<file path="config.mk">
export PLATFORM = sky130hd
export DESIGN_NAME = vec_seq_ctrl
export DESIGN_NICKNAME = d
export VERILOG_FILES = /design/src/rtl/vec_seq_pkg.sv /design/src/rtl/dec_unit.sv /design/src/rtl/vec_seq_ctrl.sv
export SDC_FILE = /design/constraint.sdc
export NUM_CORES = 1
export LEC_CHECK = 0
export BUFFER_PORTS_ARGS = -buffer_cell sky130_fd_sc_hd__buf_2
export CAP_MARGIN = 20
export CORE_UTILIZATION = 39
export DETAILED_ROUTE_END_ITERATION = 10
export SYNTH_ARGS = -nofsm -noshare
export SYNTH_HDL_FRONTEND = slang
export SYNTH_HIERARCHICAL = 1
export SYNTH_SLANG_ARGS = --single-unit
</file>
<file path="constraint.sdc">
create_clock -name clk -period 3.9 [get_ports clk]
set_clock_uncertainty 0.15 [all_clocks]
set_input_delay 0.195 -clock clk [delete_from_list [all_inputs] [get_ports clk]]
set_output_delay 0.195 -clock clk [all_outputs]
set_load 0.05 [all_outputs]
</file>
<file path="src/rtl/vec_seq_pkg.sv">
// Shared types and helpers for the vector sequencer.
//   state_e    : sequencer FSM states
//   calc_aw    : address width for a buffer of 'depth' entries (at least 1 bit)
//   golden_dec : behavioural reference for the decrement datapath, w-1 mod 2^width
package vec_seq_pkg;

  typedef enum logic [2:0] {
    ST_IDLE    = 3'd0,
    ST_APPLY   = 3'd1,
    ST_SETTLE  = 3'd2,
    ST_CAPTURE = 3'd3,
    ST_DONE    = 3'd4
  } state_e;

  // A one-entry buffer still needs a one-bit address port.
  function automatic int calc_aw(input int depth);
    return (depth > 1) ? $clog2(depth) : 1;
  endfunction

  // Plain arithmetic reference, kept independent of the ripple-borrow datapath.
  function automatic logic [31:0] golden_dec(input logic [31:0] w, input int width);
    logic [31:0] mask;
    mask = (width >= 32) ? 32'hFFFF_FFFF : ((32'd1 << width) - 32'd1);
    return (w - 32'd1) & mask;
  endfunction

endpackage

</file>
<file path="src/rtl/dec_unit.sv">
// Combinational WIDTH-bit decrement datapath: dout = din - 1 mod 2^WIDTH.
// Ports:
//   din_i  : input word
//   dout_o : decremented word
module dec_unit #(
  parameter int WIDTH = 2
) (
  input  logic [WIDTH-1:0] din_i,
  output logic [WIDTH-1:0] dout_o
);

  // Ripple-borrow chain: bit 0 always flips, and each higher bit flips only
  // while every bit below it was zero (the borrow is still propagating).
  always_comb begin : ripple
    logic borrow;
    borrow = 1'b1;
    dout_o = '0;
    for (int i = 0; i < WIDTH; i++) begin
      dout_o[i] = din_i[i] ^ borrow;
      borrow    = borrow & ~din_i[i];
    end
  end

endmodule

</file>
<file path="src/rtl/vec_seq_ctrl.sv">
// Batch sequencer: steps stored stimulus words through dec_unit, stores each
// result and counts results that disagree with the golden decrement.
// Ports:
//   clk, rst          : clock (rising edge), synchronous active-high reset
//   wr_en/addr/data   : stimulus buffer write port (ignored while busy)
//   start, num_vec    : launch a run of num_vec vectors (clamped to DEPTH)
//   inj_fault         : flips bit 0 of the captured result
//   rd_addr, rd_data  : registered result buffer read, 1-cycle latency
//   busy, done        : run in progress / run complete
//   err_cnt           : mismatch count of the last or current run
module vec_seq_ctrl
  import vec_seq_pkg::*;
#(
  parameter  int WIDTH  = 2,
  parameter  int DEPTH  = 16,
  parameter  int SETTLE = 1,
  localparam int AW     = calc_aw(DEPTH)
) (
  input  logic             clk,
  input  logic             rst,
  input  logic             wr_en,
  input  logic [AW-1:0]    wr_addr,
  input  logic [WIDTH-1:0] wr_data,
  input  logic             start,
  input  logic [AW:0]      num_vec,
  input  logic             inj_fault,
  input  logic [AW-1:0]    rd_addr,
  output logic [WIDTH-1:0] rd_data,
  output logic             busy,
  output logic             done,
  output logic [AW:0]      err_cnt
);

  localparam int SW = (SETTLE > 1) ? $clog2(SETTLE) : 1;
  localparam logic [SW-1:0] SETTLE_LAST = SW'((SETTLE > 0) ? SETTLE - 1 : 0);
  localparam logic [AW:0]   DEPTH_W     = (AW + 1)'(DEPTH);

  state_e           state_q, state_d;
  logic [AW-1:0]    idx_q, idx_d;
  logic [AW:0]      num_q, num_d;
  logic [AW:0]      err_q, err_d;
  logic [WIDTH-1:0] din_q, din_d;
  logic [SW-1:0]    cnt_q, cnt_d;
  logic [WIDTH-1:0] rd_q;

  logic [WIDTH-1:0] stim_mem [DEPTH];
  logic [WIDTH-1:0] res_mem  [DEPTH];

  logic [WIDTH-1:0] dut_out;
  logic [WIDTH-1:0] res;
  logic             mismatch;
  logic [AW:0]      num_clamp;

  // The datapath only ever sees the registered input word.
  dec_unit #(.WIDTH(WIDTH)) u_dec (
    .din_i  (din_q),
    .dout_o (dut_out)
  );

  assign res       = dut_out ^ WIDTH'(inj_fault);
  assign mismatch  = (res != WIDTH'(golden_dec(32'(din_q), WIDTH)));
  assign num_clamp = (num_vec > DEPTH_W) ? DEPTH_W : num_vec;

  assign busy    = (state_q == ST_APPLY) || (state_q == ST_SETTLE) || (state_q == ST_CAPTURE);
  assign done    = (state_q == ST_DONE);
  assign err_cnt = err_q;
  assign rd_data = rd_q;

  // Next-state and datapath-register logic. A start is only honoured from
  // IDLE or DONE; a zero-length run goes straight to DONE.
  always_comb begin
    state_d = state_q;
    idx_d   = idx_q;
    num_d   = num_q;
    err_d   = err_q;
    din_d   = din_q;
    cnt_d   = cnt_q;
    case (state_q)
      ST_IDLE, ST_DONE: begin
        if (start) begin
          num_d   = num_clamp;
          err_d   = '0;
          idx_d   = '0;
          state_d = (num_clamp == '0) ? ST_DONE : ST_APPLY;
        end
      end
      ST_APPLY: begin
        din_d   = stim_mem[idx_q];
        cnt_d   = '0;
        state_d = (SETTLE == 0) ? ST_CAPTURE : ST_SETTLE;
      end
      ST_SETTLE: begin
        if (cnt_q == SETTLE_LAST) begin
          state_d = ST_CAPTURE;
        end else begin
          cnt_d = cnt_q + SW'(1);
        end
      end
      ST_CAPTURE: begin
        // At most DEPTH mismatches per run, which always fits in AW+1 bits.
        if (mismatch) begin
          err_d = err_q + (AW + 1)'(1);
        end
        if ({1'b0, idx_q} == num_q - (AW + 1)'(1)) begin
          state_d = ST_DONE;
        end else begin
          idx_d   = idx_q + AW'(1);
          state_d = ST_APPLY;
        end
      end
      default: state_d = ST_IDLE;
    endcase
  end

  // Control and output registers; reset aborts any run in progress.
  always_ff @(posedge clk) begin
    if (rst) begin
      state_q <= ST_IDLE;
      idx_q   <= '0;
      num_q   <= '0;
      err_q   <= '0;
      din_q   <= '0;
      cnt_q   <= '0;
      rd_q    <= '0;
    end else begin
      state_q <= state_d;
      idx_q   <= idx_d;
      num_q   <= num_d;
      err_q   <= err_d;
      din_q   <= din_d;
      cnt_q   <= cnt_d;
      rd_q    <= res_mem[rd_addr];
    end
  end

  // Buffers are never cleared by reset. A write in the same cycle as start
  // lands before APPLY reads the word, so the run sees the new value.
  always_ff @(posedge clk) begin
    if (wr_en && !busy) begin
      stim_mem[wr_addr] <= wr_data;
    end
    if (!rst && (state_q == ST_CAPTURE)) begin
      res_mem[idx_q] <= res;
    end
  end

endmodule
</file>
==> out/metrics.cfg <==
[outcome]
status = finished clean

[worst_hold_path]
hp-class = in -> reg
hold_depth = 2

[clock_tree]
cts_made_buffers = 9
clkLatencyLatePin_ns = 0.34
root_buffer = clkbuf_8
post_cts_buffers = 0
cts_tree = done
cts_resized = 0
cts_sinks = 85
clk_pin_slew_worst_paths_ns = 0.08
cts_max_path_buffers = 2
cts-htree-levels = 3

[placement]
dpl.hpwl_um = 4900
place.port_buffers = 28
globalplace.congestion = 0.778
post_dp_cell_area_um2 = 4050

[global_route]
grt_overflow_total = 0
grtUsageTotal_pct = 15.1
top_usage_layer = met2
antenna_found_initial = 0
grt_pass1_vias = 2284
use_met2_pct = 25.0
grt_pass1_wl_um = 11300
grt_start_max_net_pins = 20
met3_usage_pct = 4.16
grtUsageMet1_pct = 18.9

[yosys]
syn-num-nets = 310
syn_area_um2 = 3800
synthArstFlopShare_pct = 0
yosysSeqAreaShare_pct = 61.7
synthCells = 284
yosysUniqueCellTypes = 39
synth-seq-cells = 85
synth_edf_count = 64
synth_ff_type = edfxtp_1
yosys_warnings = 6
avgSynthCellArea_um2 = 13.4

[sta]
period_share_pct = 61.9
hold_viol = 0
layout_min_cycle_time_ns = 2.42
grt_setup_unrepaired = no
drv_slew = 0
setup_viol = 0
tightest_slew_ns = 0.734
tns_ns = 0
hold_slack_ns = 0.0806
clock.fmax_mhz = 414
relSlewSlack_pct = 51.0

[critical_path]
crit_type = reg -> reg
reg2reg_depth = 7
worstPathRequired_ns = 4.01
crit_path_end_kind = flop
path_max_fanout = 9
critPathArrivalTime_ns = 2.52
reg2reg_slack_ns = 1.48
startpoint_type = flop

[drt]
drc = 0
totalWireLength_um = 6900
via_per_inst = 5.08
ant_nets = 0
drt_pass1_iterations = 4
vias = 2291
initialDrtViolationCount = 83
drt-wirelength-per-cell_um = 15.3

[die]
die_y_um = 101
dieArea_um2 = 10100
start_util_pct = 40.7
num_io_pins = 29
rows = 35
fp.dieW_um = 101
coreArea_um2 = 9330

[power]
leakagePower_nw = 1.41
vdd_drop_max_mv = 0.167
power.density_nw_per_um2 = 450
p_total_mw = 1.96

[layout]
utilization_pct = 46.6
syn2layout_area_growth_pct = 14.5
drive_gt1_share_pct = 20.2
stdcell_area_um2 = 4350
diodes = 0
fin_nets = 343

[run]
maxCapViolations = 0

cells by family after synthesis:
| kind of cell | count (synthesis) | share of synthesized area, % |
|---|---|---|
| AO/OA/AOI/OAI | 25 | 4.84 |
| AND/OR/NAND/NOR | 113 | 14.7 |
| buffers and inverters | 22 | 2.50 |
| flip-flops | 85 | 61.7 |
| XOR/XNOR | 12 | 2.77 |
| multiplexers | 21 | 11.5 |
| adder cells (fa/ha/maj) | 6 | 1.98 |
cells in the final DEF, fill, tap and decap left out, types with 5 or more instances in the layout:
cell type / n
nand2_1: 22
ha_1: 6
inv_1: 8
nand3_1: 6
dlygate4sd3_1: 6
o21ai_0: 5
xnor2_1: 11
mux4_2: 18
a21oi_1: 9
nor3_1: 12
dfxtp_1: 21
clkbuf_8: 10
nor2_1: 38
edfxtp_1: 64
buf_2: 28
nand3b_1: 6
where the power goes:
group / leakage, nW / total, mW / internal, mW / switching, mW
Clock: 0.115 / 0.713 / 0.418 / 0.295
Combinational: 0.549 / 0.215 / 0.0817 / 0.133
Sequential: 0.744 / 1.03 / 1.00 / 0.0245
Total: 1.41 / 1.96 / 1.50 / 0.453
worst paths after layout:
check	startpoint	endpoint
worst min-delay path	rst	din_q[1]$_SDFFE_PP0P_
worst max register to register	num_q[0]$_SDFFE_PP0P_	idx_q[0]$_SDFFE_PP0P_
worst min register to register	num_q[1]$_SDFFE_PP0P_	num_q[1]$_SDFFE_PP0P_
worst max-delay path	num_q[0]$_SDFFE_PP0P_	idx_q[0]$_SDFFE_PP0P_
area by class of cell:
cell class	count	area, um2
clock inverters	3	67.6
well taps	129	161
fillers	845	4980
inverters	8	30.0
repair buffers	36	215
clock buffers	13	170
flip-flops and latches	85	2340
multi-input cells	177	1360
metal layers:
layer	vias up	part of all wire [%]
li1	1128	-
met4	0	0.93
met1	1123	46
met2	35	50
met5	-	0
met3	5	3.2
Yosys cell counts, types with 6 or more instances:
cell / instances / area, um2
clkbuf_1: 9 / 33.8
inv_1: 8 / 30.0
nor3_1: 12 / 60.1
mux4_2: 18 / 405
xnor2_1: 11 / 96.3
nand3_1: 6 / 30.0
nor2_1: 38 / 143
nand2_1: 22 / 82.6
a21oi_1: 9 / 45.0
ha_1: 6 / 75.1
nand3b_1: 6 / 45.0
dfxtp_1: 21 / 420
edfxtp_1: 64 / 1920
sequential cells by signal, indices dropped and copies added, names as in the netlist:
| signal | count |
|---|---|
| din_q | 2 |
| err_cnt | 5 |
| idx_q | 4 |
| num_q | 5 |
| rd_data | 2 |
| res_mem | 32 |
| state_q | 3 |
| stim_mem | 32 |
critical path, cell delays in order, from the launching register on:
cell and delay (ns):
dfxtp_1 0.39, inv_1 0.06, ha_1 0.25, o21ba_1 0.18, a221o_1 0.38, a2111oi_4 0.54
a21oi_1 0.16, o31ai_1 0.21
stage by stage:
| step | setup slack [ns] | std cells |
|---|---|---|
| after floorplan | 1.66 | 284 |
| after global placement | 1.59 | 429 |
| after detailed placement | 1.48 | 429 |
| after CTS | 1.47 | 451 |
| after global routing | 1.30 | 451 |
| final | 1.48 | 451 |
repair_timing:
| action | in CTS | in global routing |
|---|---|---|
| endpoints found under the setup margin | 0 | 0 |
| endpoints found under the hold margin | 7 | 0 |
| hold buffers | 6 | 0 |
No activity file was read; power rests on OpenSTA's default activity.
